===== src/rtl/lc3b_types_pkg.sv =====
// Shared LC-3b datapath types: machine word and memory-operation encodings.
package lc3b_types;

    typedef logic [15:0] lc3b_word;

    typedef enum logic [2:0] {
        MEM_NONE = 3'd0,
        MEM_LDR  = 3'd1,
        MEM_LDB  = 3'd2,
        MEM_STR  = 3'd3,
        MEM_STB  = 3'd4,
        MEM_LDI  = 3'd5,
        MEM_STI  = 3'd6
    } lc3b_mem_op;

    function automatic logic is_byte_op(input lc3b_mem_op op);
        return (op == MEM_LDB) || (op == MEM_STB);
    endfunction

endpackage


===== src/rtl/mem_byte_lane.sv =====
// Byte-lane steering: store replication and lane mask, load byte select with sign-extension.
module mem_byte_lane
    import lc3b_types::*;
(
    input  logic       i_byte,
    input  logic       i_addr_lsb,
    input  lc3b_word   i_wdata,
    input  lc3b_word   i_rdata,
    output lc3b_word   o_wdata,
    output logic [1:0] o_be,
    output lc3b_word   o_rdata
);

    logic [7:0] w_sel_byte;

    assign w_sel_byte = i_addr_lsb ? i_rdata[15:8] : i_rdata[7:0];

    // A byte store drives both lanes; the mask alone picks the one that lands.
    assign o_wdata = i_byte ? {i_wdata[7:0], i_wdata[7:0]} : i_wdata;
    assign o_be    = i_byte ? (i_addr_lsb ? 2'b10 : 2'b01) : 2'b11;
    assign o_rdata = i_byte ? {{8{w_sel_byte[7]}}, w_sel_byte} : i_rdata;

endmodule


===== src/rtl/mem_access_unit.sv =====
// LC-3b memory-stage controller: issues the data access, stalls upstream until done.
// MEM_INDIRECT_EN enables the two-phase LDI/STI path; otherwise those ops act as MEM_NONE.
module mem_access_unit
    import lc3b_types::*;
(
    input  logic        clk,
    input  logic        reset,
    input  logic        valid_in,
    input  logic [2:0]  mem_op_in,
    input  logic [15:0] addr_in,
    input  logic [15:0] wdata_in,
    input  logic [15:0] dmem_rdata,
    input  logic        dmem_resp,
    output logic [15:0] dmem_address,
    output logic        dmem_read,
    output logic        dmem_write,
    output logic [1:0]  dmem_byte_enable,
    output logic [15:0] dmem_wdata,
    output logic        mem_stall,
    output logic [15:0] rdata_out,
    output logic        done
);

    typedef enum logic [1:0] {
        S_IDLE     = 2'd0,
        S_ACCESS   = 2'd1,
`ifdef MEM_INDIRECT_EN
        S_INDIRECT = 2'd2,
`endif
        S_DONE     = 2'd3
    } state_t;

    state_t     r_state;
    lc3b_mem_op r_op;
    lc3b_word   r_addr;
    lc3b_word   r_wdata;
    lc3b_word   r_rdata;
`ifdef MEM_INDIRECT_EN
    logic [15:1] r_ptr;
`endif

    lc3b_mem_op  w_op;
    logic        w_op_ok;
    logic        w_start;
    logic        w_in_indirect;
    logic        w_active;
    logic        w_access_rd;
    logic        w_access_wr;
    logic [15:1] w_base;
    lc3b_word    w_lane_wdata;
    logic [1:0]  w_lane_be;
    lc3b_word    w_lane_rdata;

    assign w_op = lc3b_mem_op'(mem_op_in);

    always_comb begin
        w_op_ok = 1'b0;
        case (w_op)
            MEM_LDR, MEM_LDB, MEM_STR, MEM_STB: w_op_ok = 1'b1;
`ifdef MEM_INDIRECT_EN
            MEM_LDI, MEM_STI:                   w_op_ok = 1'b1;
`endif
            default:                            w_op_ok = 1'b0;
        endcase
    end

    assign w_start = valid_in && w_op_ok;

`ifdef MEM_INDIRECT_EN
    assign w_in_indirect = (r_state == S_INDIRECT);
    assign w_base        = w_in_indirect ? r_ptr : r_addr[15:1];
`else
    assign w_in_indirect = 1'b0;
    assign w_base        = r_addr[15:1];
`endif

    assign w_active    = (r_state == S_ACCESS) || w_in_indirect;
    // STI fetches its pointer with a read; only the second phase writes.
    assign w_access_rd = (r_op == MEM_LDR) || (r_op == MEM_LDB) || (r_op == MEM_LDI) || (r_op == MEM_STI);
    assign w_access_wr = (r_op == MEM_STR) || (r_op == MEM_STB);

    mem_byte_lane u_lane (
        .i_byte     (is_byte_op(r_op)),
        .i_addr_lsb (r_addr[0]),
        .i_wdata    (r_wdata),
        .i_rdata    (dmem_rdata),
        .o_wdata    (w_lane_wdata),
        .o_be       (w_lane_be),
        .o_rdata    (w_lane_rdata)
    );

    assign dmem_read        = ((r_state == S_ACCESS) && w_access_rd) || (w_in_indirect && (r_op == MEM_LDI));
    assign dmem_write       = ((r_state == S_ACCESS) && w_access_wr) || (w_in_indirect && (r_op == MEM_STI));
    assign dmem_address     = {w_base, 1'b0};
    assign dmem_byte_enable = w_active ? w_lane_be : 2'b00;
    assign dmem_wdata       = w_lane_wdata;
    assign mem_stall        = w_active || ((r_state == S_IDLE) && w_start);
    assign done             = (r_state == S_DONE);
    assign rdata_out        = r_rdata;

    always_ff @(posedge clk or posedge reset) begin
        if (reset) begin
            r_state <= S_IDLE;
            r_op    <= MEM_NONE;
            r_addr  <= '0;
            r_wdata <= '0;
            r_rdata <= '0;
`ifdef MEM_INDIRECT_EN
            r_ptr   <= '0;
`endif
        end else begin
            case (r_state)
                S_IDLE: begin
                    if (w_start) begin
                        r_op    <= w_op;
                        r_addr  <= addr_in;
                        r_wdata <= wdata_in;
                        r_state <= S_ACCESS;
                    end
                end
                S_ACCESS: begin
                    if (dmem_resp) begin
                        r_state <= S_DONE;
                        if ((r_op == MEM_LDR) || (r_op == MEM_LDB))
                            r_rdata <= w_lane_rdata;
`ifdef MEM_INDIRECT_EN
                        if ((r_op == MEM_LDI) || (r_op == MEM_STI)) begin
                            r_ptr   <= dmem_rdata[15:1];
                            r_state <= S_INDIRECT;
                        end
`endif
                    end
                end
`ifdef MEM_INDIRECT_EN
                S_INDIRECT: begin
                    if (dmem_resp) begin
                        if (r_op == MEM_LDI)
                            r_rdata <= dmem_rdata;
                        r_state <= S_DONE;
                    end
                end
`endif
                S_DONE:  r_state <= S_IDLE;
                default: r_state <= S_IDLE;
            endcase
        end
    end

endmodule


===== config.mk =====
export PLATFORM = sky130hd
export DESIGN_NAME = mem_access_unit
export DESIGN_NICKNAME = d
export VERILOG_FILES = /design/src/rtl/lc3b_types_pkg.sv /design/src/rtl/mem_byte_lane.sv /design/src/rtl/mem_access_unit.sv
export SDC_FILE = /design/constraint.sdc
export NUM_CORES = 1
export LEC_CHECK = 0
export ABC_AREA = 1
export CAP_MARGIN = 15
export CORE_MARGIN = 2
export CORE_UTILIZATION = 40
export DETAILED_ROUTE_END_ITERATION = 10
export HOLD_SLACK_MARGIN = 0.02
export PLACE_DENSITY_LB_ADDON = 0.05
export SLEW_MARGIN = 20
export SYNTH_ARGS = -nofsm -noshare
export SYNTH_HDL_FRONTEND = slang
export SYNTH_SLANG_ARGS = --single-unit

===== constraint.sdc =====
create_clock -name clk -period 1.7 [get_ports clk]
set_input_delay 0.34 -clock clk [delete_from_list [all_inputs] [get_ports clk]]
set_output_delay 0.34 -clock clk [all_outputs]
set_load 0.05 [all_outputs]

## Yosys cells after proc, flatten, opt, wreduce, memory -nomap -nowiden

Cells that the tools add are included.
W data, S select, Z words.

- Word-level logic and storage cells: 44
- Output and inout port bits: 54
- Bits in registers: 53
- Input port bits: 55

- Reductions and logical operators: 15
- Muxes and demuxes: 10
- Eq/ne operators: 14

Operators with widths:

| cell | number |
|---|---|
| $mux W16 | 2 |
| $eq A3 B2 Y1 const B | 4 |
| $eq A3 B3 Y1 const B | 4 |
| $mux W2 | 5 |
| $mux W8 | 1 |
| $eq A3 B1 Y1 const B | 2 |
| $logic_or A1 B1 Y1 | 6 |
| $logic_and A1 B1 Y1 | 4 |
| $ne A2 B2 Y1 const B | 2 |
| $pmux W2 S2 | 1 |
| $reduce_and A2 Y1 | 2 |
| $reduce_or A4 Y1 | 1 |
| $reduce_and A3 Y1 | 1 |
| $eq A2 B1 Y1 const B | 1 |
| $eq A2 B2 Y1 const B | 1 |
| $logic_not A2 Y1 | 1 |
| $mux W1 | 1 |

## Longest topological paths before layout

Gate-level depths: netlist of run 1.

- Depth after elaboration: 6
- Gate-level depth with buffers: 9
- Mapped depth without buffers: 8

## Modules after synthesis

A second synthesis of run 1 with hierarchy kept.

- Cell total of the unflattened synthesis: 357
- Area total of the unflattened synthesis: 2869.0 um^2

By module, submodules not included:

| module | seq. area each (um^2) | cells an instance | instances | area each (um^2) |
|---|---|---|---|---|
| mem_access_unit | 1326.3 | 276 | 1 | 2476.1 |
| mem_byte_lane | 0.0 | 81 | 1 | 392.9 |

## Worst setup path after synthesis of run 1

Ideal clock, no wire load.

- Path kind: register to output
- Start point: register r_op[1]
- End point: output dmem_write
- Arrival: 1588 ps
- Buffers on the path: 1
- Setup slack: -228 ps
- Stages on the path, launching flop included: 7
- Data required time: 1360 ps
- Cells stage by stage: dfrtp_1 inv_1 nand2_2 nand2_2 buf_2 nand2_1 nor2_1

- Cells in the longest elaborated chain, start to end: 3
- Elaborated cells on any way between the ends: 4
- Classes of those cells: 2 x eq/ne; 2 x reduce/logical

Ends and longest elaborated chain:

| element | RTL line | text |
|---|---|---|
| start: declaration | mem_access_unit.sv:34 | `lc3b_mem_op r_op;` |
| start signal: assignment | mem_access_unit.sv:115 | `r_op <= w_op;` |
| $eq A3 B2 Y1 or $eq A3 B3 Y1 (tied branches) | mem_access_unit.sv:80 | `assign w_access_wr = (r_op == MEM_STR) \|\| (r_op == MEM_STB);` |
| $logic_or A1 B1 Y1 * | mem_access_unit.sv:80 |  |
| $logic_and A1 B1 Y1 * | mem_access_unit.sv:93 | `assign dmem_write = ((r_state == S_ACCESS) && w_access_wr) \|\| (w_in_indirect && (r_op == MEM_STI));` |
| end: declaration | mem_access_unit.sv:16 | `output logic dmem_write,` |

Mark *: on every way between the ends. The rest lies on a longest branch, timed or not.

## Worst setup path in the final report of run 1

- Start point: register r_op[0]
- End point: output dmem_wdata[13]

- Cells in the longest elaborated chain, start to end: 3
- Elaborated cells on any way between the ends: 4
- Classes of those cells: 2 x eq/ne; 1 x mux; 1 x reduce/logical

Ends and longest elaborated chain:

| element | RTL line | text |
|---|---|---|
| $eq A3 B2 Y1 or $eq A3 B3 Y1 (tied branches) | lc3b_types_pkg.sv:17 | `return (op == MEM_LDB) \|\| (op == MEM_STB);` |
| $logic_or A1 B1 Y1 * | lc3b_types_pkg.sv:17 |  |
| $mux W16 * | mem_byte_lane.sv:19 | `assign o_wdata = i_byte ? {i_wdata[7:0], i_wdata[7:0]} : i_wdata;` |
| end: declaration | mem_access_unit.sv:18 | `output logic [15:0] dmem_wdata,` |

Marked as above.

==> flow_summary.ini, run 1 <==
[clocking]
cts_made_buffers = 5
cts.root.buffer_cell = sky130_fd_sc_hd__clkbuf_8
cts.path.max_buffers = 2
cts.clk_slew.worst_paths_ps = 100
tritoncts_num_sinks = 53
cts_htree_levels = 2
cts_tree = done
worstSkewPairLatency_ps = 310

[finish]
final_layout_size_suffix_gt1_share_pct = 27.7
layout.cells.non_filler = 561
insertedDiodeCount = 0
synthToLayoutAreaGrowth_pct = 53.7
layout.core_utilization_pct = 63.5
finalNetCount = 535

[route]
routed_wire_length_per_instance_um = 13.6
detail_route.drc_violations = 0
detail_route.vias_per_cell = 4.95
final_antenna_net_count = 0
detailedRoute.firstIterationViolations = 101
via_count = 2776
wirelength_mm = 7.64
drt_pass1_iterations = 4

[synth]
synth_area_um2 = 2790
synthesis.nets = 420
post_synth_and_or_nand_nor_area_fraction_pct = 43.0
syn-mean-instance-area_um2 = 7.65
netlist_instances = 365
cell_taking_the_most_area_after_synthesis = sky130_fd_sc_hd__dfrtp_1
synth_ff_type = sky130_fd_sc_hd__dfrtp_1
synth_compound_area_share_pct = 0.538
synth_seq_area_share_pct = 47.5
ys.warnings.count = 0
top_cells_by_area_synth = sky130_fd_sc_hd__dfrtp_1 (47%), sky130_fd_sc_hd__nand2_1 (27%), sky130_fd_sc_hd__nand4_1 (7.8%)
synthDistinctLibCells = 21
combinational_family_with_the_most_area_after_synthesis = simple AND/OR/NAND/NOR gates
postSynth.asyncResetShare_pct = 100
area_share_of_xor_xnor_cells_in_the_synthesized_design_pct = 0
synth.ff_latch_count = 53
edff_count_synth = 0
synth_top_area_share_pct = 47.5
post_synth_mux_area_share_pct = 0
synthAdderAreaFrac_pct = 0

[grt]
grt_start_max_net_pins = 36
overflow = 0
global_route_wire_length_before_repair_mm = 12.1
track_usage_pct = 20.2
grt_pass1_vias = 2598
number_of_antenna_violations_at_the_first_check_in_global_routing = 0

[sta]
finalWorstPathRequiredPeriod_ps = 1760
tns_ps = -487
highest_clock_rate_mhz = 568
timing.final.crit_share_pct = 104
grt_setup_unrepaired = yes
number_of_pins_with_negative_max_slew_slack_in_the_final_report = 0
worst_slack_ps = -60.1
worst_clock_skew_ps = 6.38
hold_viol = 0
final-setup-viol-count = 11

[worst_setup_path]
required_ps = 1360
max_stage_delay_on_crit_path_ps = 410
setup.reg_to_reg.worst_slack_ps = 160
crit_fanout = 5
start_kind = flop
timing.critical_path.cells = inv_2 -> nand2_2 -> nand2_4 -> buf_6 -> nand3_1 -> nand2_2 -> buf_12
end_kind = output port
crit_slowest_cell = sky130_fd_sc_hd__dfrtp_1
worstPathArrival_ps = 1420
worst_path_dominant_cell_family = flip-flops
top_cell_by_count_worst_path = sky130_fd_sc_hd__nand2_2
category_of_the_most_critical_setup_path = reg -> out
timing.critical_path.buf_inv = 3

[worst_hold_path]
hold_path_class = in -> async

[pwr]
power.density_nw_per_um2 = 2480
total_leakage_power_uw = 0.00227
peak_supply_drop_v = 0.00202
total_power_uw = 10600

[status]
violations = setup timing
status = finished with violations

[placed_design]
io_buffer_count = 107
placer_congestion = 0.913
dpl.cell_count = 542
dp.final_hpwl_mm = 5.34
preCtsSetupSlack_ps = -84.9

[floorplan]
dieWidth_um = 87.6
core_area_um2 = 6760
die_y_um = 87.6
number_of_top_level_design_ports = 109
initial_util_pct = 41.3
placement_rows = 30
die_area_um2 = 7670

[flow_run]
number_of_max_cap_violations = 0
placed cells by master, fill, tap and decap left out, types with 2 or more instances in the layout:
cell / count
sky130_fd_sc_hd__buf_12: 14
sky130_fd_sc_hd__buf_4: 62
sky130_fd_sc_hd__buf_6: 5
sky130_fd_sc_hd__clkbuf_8: 6
sky130_fd_sc_hd__clkdlybuf4s50_1: 51
sky130_fd_sc_hd__dfrtp_1: 52
sky130_fd_sc_hd__dlygate4sd2_1: 2
sky130_fd_sc_hd__inv_1: 8
sky130_fd_sc_hd__inv_2: 5
sky130_fd_sc_hd__nand2_1: 186
sky130_fd_sc_hd__nand2_2: 13
sky130_fd_sc_hd__nand2_4: 3
sky130_fd_sc_hd__nand3_1: 8
sky130_fd_sc_hd__nand3_2: 8
sky130_fd_sc_hd__nand4_1: 35
sky130_fd_sc_hd__nor2_4: 8
sky130_fd_sc_hd__o21ai_2: 2
cells by family after synthesis:
logic type,after synthesis
other,1
and+or+nand+nor,266
buffers and inverters,42
AOI/OAI and AO/OA,3
DFF,53
flip-flops by register name (all words and copies together) (netlist names):
signal / count
r_addr: 16
r_op: 3
r_state: 2
r_wdata: 16
rdata_out: 16
cells in the mapped netlist (2+ instances only):
master	count
sky130_fd_sc_hd__nor2_1	4
sky130_fd_sc_hd__clkbuf_1	6
sky130_fd_sc_hd__nand3_1	15
sky130_fd_sc_hd__inv_2	2
sky130_fd_sc_hd__dfrtp_1	53
sky130_fd_sc_hd__nand2_1	198
sky130_fd_sc_hd__buf_2	6
sky130_fd_sc_hd__nand4_1	35
sky130_fd_sc_hd__inv_1	11
sky130_fd_sc_hd__o21ai_0	3
sky130_fd_sc_hd__nor2_4	5
sky130_fd_sc_hd__buf_4	10
sky130_fd_sc_hd__nand2_2	4
sky130_fd_sc_hd__buf_6	6
layout make-up:
class | instances | area [µm²]
Inverter | 14 | 52.6
Tap cell | 80 | 100
Multi-Input combinational cell | 270 | 1340
Fill cell | 607 | 2460
Sequential cell | 53 | 1330
Clock buffer | 7 | 86.3
Timing Repair Buffer | 136 | 1360
Clock inverter | 1 | 30.0
worst register-to-register path: stages, from the launching register on:
cell and delay (ps):
sky130_fd_sc_hd__dfrtp_1 410, sky130_fd_sc_hd__buf_4 140, sky130_fd_sc_hd__nand2_1 60, sky130_fd_sc_hd__inv_1 90, sky130_fd_sc_hd__nor2_4 170, sky130_fd_sc_hd__nand2_1 120, sky130_fd_sc_hd__nor2_4 330, sky130_fd_sc_hd__nand2_1 110
sky130_fd_sc_hd__nand2_1 70
layer usage:
metal	track usage (%)	routed length [µm]
met1	25.9	3320
met2	34.1	3810
met3	5.75	467
met4	4.34	38
met5	0	0
timing repair:
| action | in CTS | in global routing |
|---|---|---|
| gates resized for setup | 38 | 7 |
| pin swaps | 16 | 8 |
| hold buffers | 0 | 0 |
| setup buffers | 10 | 1 |
| endpoints found under the setup margin | 13 | 25 |
where the power goes:
group / total (µW) / internal [µW] / leakage [µW] / switching (µW)
sequential: 2290 / 1860 / 0.000664 / 430
combinational: 7440 / 2760 / 0.00155 / 4690
clock: 896 / 481 / 0.0000585 / 415
total: 10600 / 5100 / 0.00227 / 5530
metrics by stage:
stage	area, µm²	hold slack, ps
finish	4290	294
global route	4290	327
CTS	4260	302
detailed placement	3940	466
global placement	3940	464
floorplan	2800	450
path summary, 6_finish.rpt:
| check | to | cells after the start | from |
|---|---|---|---|
| max in group asynchronous | rdata_out[1] | 3 | reset |
| setup reg to reg | rdata_out[9] | 8 | r_op[1] |
| hold / removal | r_addr[2] | 2 | reset |
| hold reg to reg | rdata_out[8] | 2 | rdata_out[8] |
| setup / recovery | dmem_wdata[13] | 7 | r_op[0] |
| min in group clk | r_op[2] | 3 | mem_op_in[2] |
Power figures use the tool's default switching activity.
==> run 2: changes to the inputs <==
Settings changed: CAP_MARGIN 15 to not set.
==> results of run 2 <==
Final layout, timing and power as in run 1 (identical DEF).
==> run 3: changes to the inputs <==
Settings changed: CTS_CLUSTER_SIZE set to 8, GPL_TIMING_DRIVEN set to 0.
==> flow_summary.ini, run 3 (synthesized netlist as in run 1, its figures left out) <==
[placed_design]
placer_congestion = 0.850
preCtsSetupSlack_ps = -1090
dp.final_hpwl_mm = 5.36
io_buffer_count = 107

[floorplan]
die_y_um = 87.6
number_of_top_level_design_ports = 109
placement_rows = 30
core_area_um2 = 6760
die_area_um2 = 7670
dieWidth_um = 87.6
initial_util_pct = 41.3

[worst_setup_path]
end_kind = output port
worstPathArrival_ps = 1490
timing.critical_path.cells = inv_2 -> nand2_4 -> nand2_4 -> buf_12 -> buf_8 -> nand2_4 -> nor2_4 -> buf_8
top_cell_by_count_worst_path = sky130_fd_sc_hd__nand2_4
rr_worst_depth = 12
required_ps = 1360
category_of_the_most_critical_setup_path = reg -> out
start_kind = flop
setup.reg_to_reg.worst_slack_ps = 80
crit_slowest_cell = sky130_fd_sc_hd__dfrtp_1
crit_reg_reg_startpoint = r_op[0]
max_stage_delay_on_crit_path_ps = 410
timing.rr.end = rdata_out[1]
crit_fanout = 5

[route]
via_count = 2931
wirelength_mm = 8.16
routed_wire_length_per_instance_um = 14.0
detailedRoute.firstIterationViolations = 132
detail_route.vias_per_cell = 5.03
final_antenna_net_count = 0
drt_pass1_iterations = 4
detail_route.drc_violations = 0

[sta]
hold_slack_ps = 363
finalWorstPathRequiredPeriod_ps = 1830
final-setup-viol-count = 12
hold_viol = 0
highest_clock_rate_mhz = 547
worst_slack_ps = -130
worst_clock_skew_ps = 7.93
timing.slew.headroom_pct = 55.0
timing.final.crit_share_pct = 108
worst_slew_pin_slew_ps = 675
grt_setup_unrepaired = yes
number_of_pins_with_negative_max_slew_slack_in_the_final_report = 0

[grt]
number_of_antenna_violations_at_the_first_check_in_global_routing = 0
grt_pass1_vias = 2774
overflow = 0
track_usage_pct = 21.0
grt_start_max_net_pins = 54
global_route_wire_length_before_repair_mm = 12.8

[clocking]
cts.root.buffer_cell = sky130_fd_sc_hd__clkbuf_8
worstSkewPairLatency_ps = 300
cts_made_buffers = 5
cts.path.max_buffers = 2
cts.clk_slew.worst_paths_ps = 100
cts_tree = done
cts.hold.buffers_added = 0
tritoncts_num_sinks = 53
cts_htree_levels = 2

[worst_hold_path]
worstHoldEndpoint = r_op[2]
hold_path_class = in -> reg
worstHoldStart = mem_op_in[2]
min_path_cells = 3

[pwr]
power.density_nw_per_um2 = 2380
total_leakage_power_uw = 0.00238
peak_supply_drop_v = 0.00169

[finish]
final.fill_count = 580
layout.cells.most_common_list = sky130_fd_sc_hd__nand2_1 (183), sky130_fd_sc_hd__clkdlybuf4s50_1 (51), sky130_fd_sc_hd__dfrtp_1 (51)
synthToLayoutAreaGrowth_pct = 59.7
layout_commonest_cell = sky130_fd_sc_hd__nand2_1
finalNetCount = 557
final_layout_size_suffix_gt1_share_pct = 24.1
insertedDiodeCount = 0

[flow_run]
number_of_max_cap_violations = 0

[status]
status = finished with violations
violations = setup timing
## run 3: cell count changes in the layout (fill, tap and decap cells not counted), moves of 3 or more
cell                            before  now
sky130_fd_sc_hd__buf_12             14    3
sky130_fd_sc_hd__buf_2               0    4
sky130_fd_sc_hd__buf_4              62   30
sky130_fd_sc_hd__buf_6               5   10
sky130_fd_sc_hd__buf_8               1   11
sky130_fd_sc_hd__clkbuf_1            1    8
sky130_fd_sc_hd__clkbuf_2            0    5
sky130_fd_sc_hd__dlygate4sd2_1       2   33
sky130_fd_sc_hd__nand2_1           186  183
sky130_fd_sc_hd__nand2_4             3    8
sky130_fd_sc_hd__nand3_4             1    4
## run 3: critical path: cells and delay by family (launching register included)
| family | cells | cell delay, ps |
|---|---|---|
| and+or+nand+nor | 4 | 300 |
| DFF | 1 | 410 |
| buffers and inverters | 4 | 470 |
## run 3: worst max-delay path by stage
stage | cells past startpoint | end | startpoint
after CTS | 5 | mem_stall | r_state[0]
after global placement | 6 | mem_stall | mem_op_in[0]
final | 8 | dmem_write | r_op[0]
after detailed placement | 7 | mem_stall | mem_op_in[1]
after global routing | 8 | dmem_byte_enable[0] | r_op[0]
after floorplan | 3 | dmem_read | r_state[1]
## run 3: metrics by stage
stage / cell area (µm²) / total power [µW] / util [%] / std cells / TNS, ps
after floorplan: 2800 / 6790 / - / 365 / 0
after global placement: 3970 / 8780 / 58.8 / 552 / -62500
after detailed placement: 3970 / 8830 / 58.8 / 552 / -11910
after CTS: 4250 / 9910 / 62.9 / 572 / -1810
after global routing: 4460 / 11300 / 66.0 / 583 / -2260
final: 4460 / 10600 / 66.0 / 583 / -1230
## run 3: power breakdown
part | switching, µW | internal (µW) | leakage, µW
sequential | 398 | 1860 | 0.000663
combinational | 4910 | 2710 | 0.00168
clock | 428 | 293 | 0.0000385
total | 5740 | 4870 | 0.00238
## run 3: layout make-up
class	instances	area, µm²	share of cell area (%)
multi-input combinational	270	1410	31.5
sequential	53	1330	29.8
timing repair buffer	132	1290	28.9
buffer	26	198	4.43
tap	80	100	2.24
clock buffer	7	76.3	1.71
inverter	14	55.1	1.23
clock inverter	1	7.51	0.168
## run 3: per-layer routing
| metal | wire (µm) | global-route usage [%] | vias to the layer above |
|---|---|---|---|
| li1 | - | - | 1435 |
| met1 | 3550 | 28.4 | 1388 |
| met2 | 3990 | 34.3 | 95 |
| met3 | 476 | 4.34 | 13 |
| met4 | 148 | 5.73 | 0 |
| met5 | 0 | 0 | - |
## run 3: what timing repair did
| item | CTS | global route |
|---|---|---|
| setup endpoints to repair | 53 | 21 |
| pin swaps | 12 | 15 |
| setup buffers | 12 | 14 |
| gates resized for setup | 165 | 56 |
| cloned | 1 | 0 |
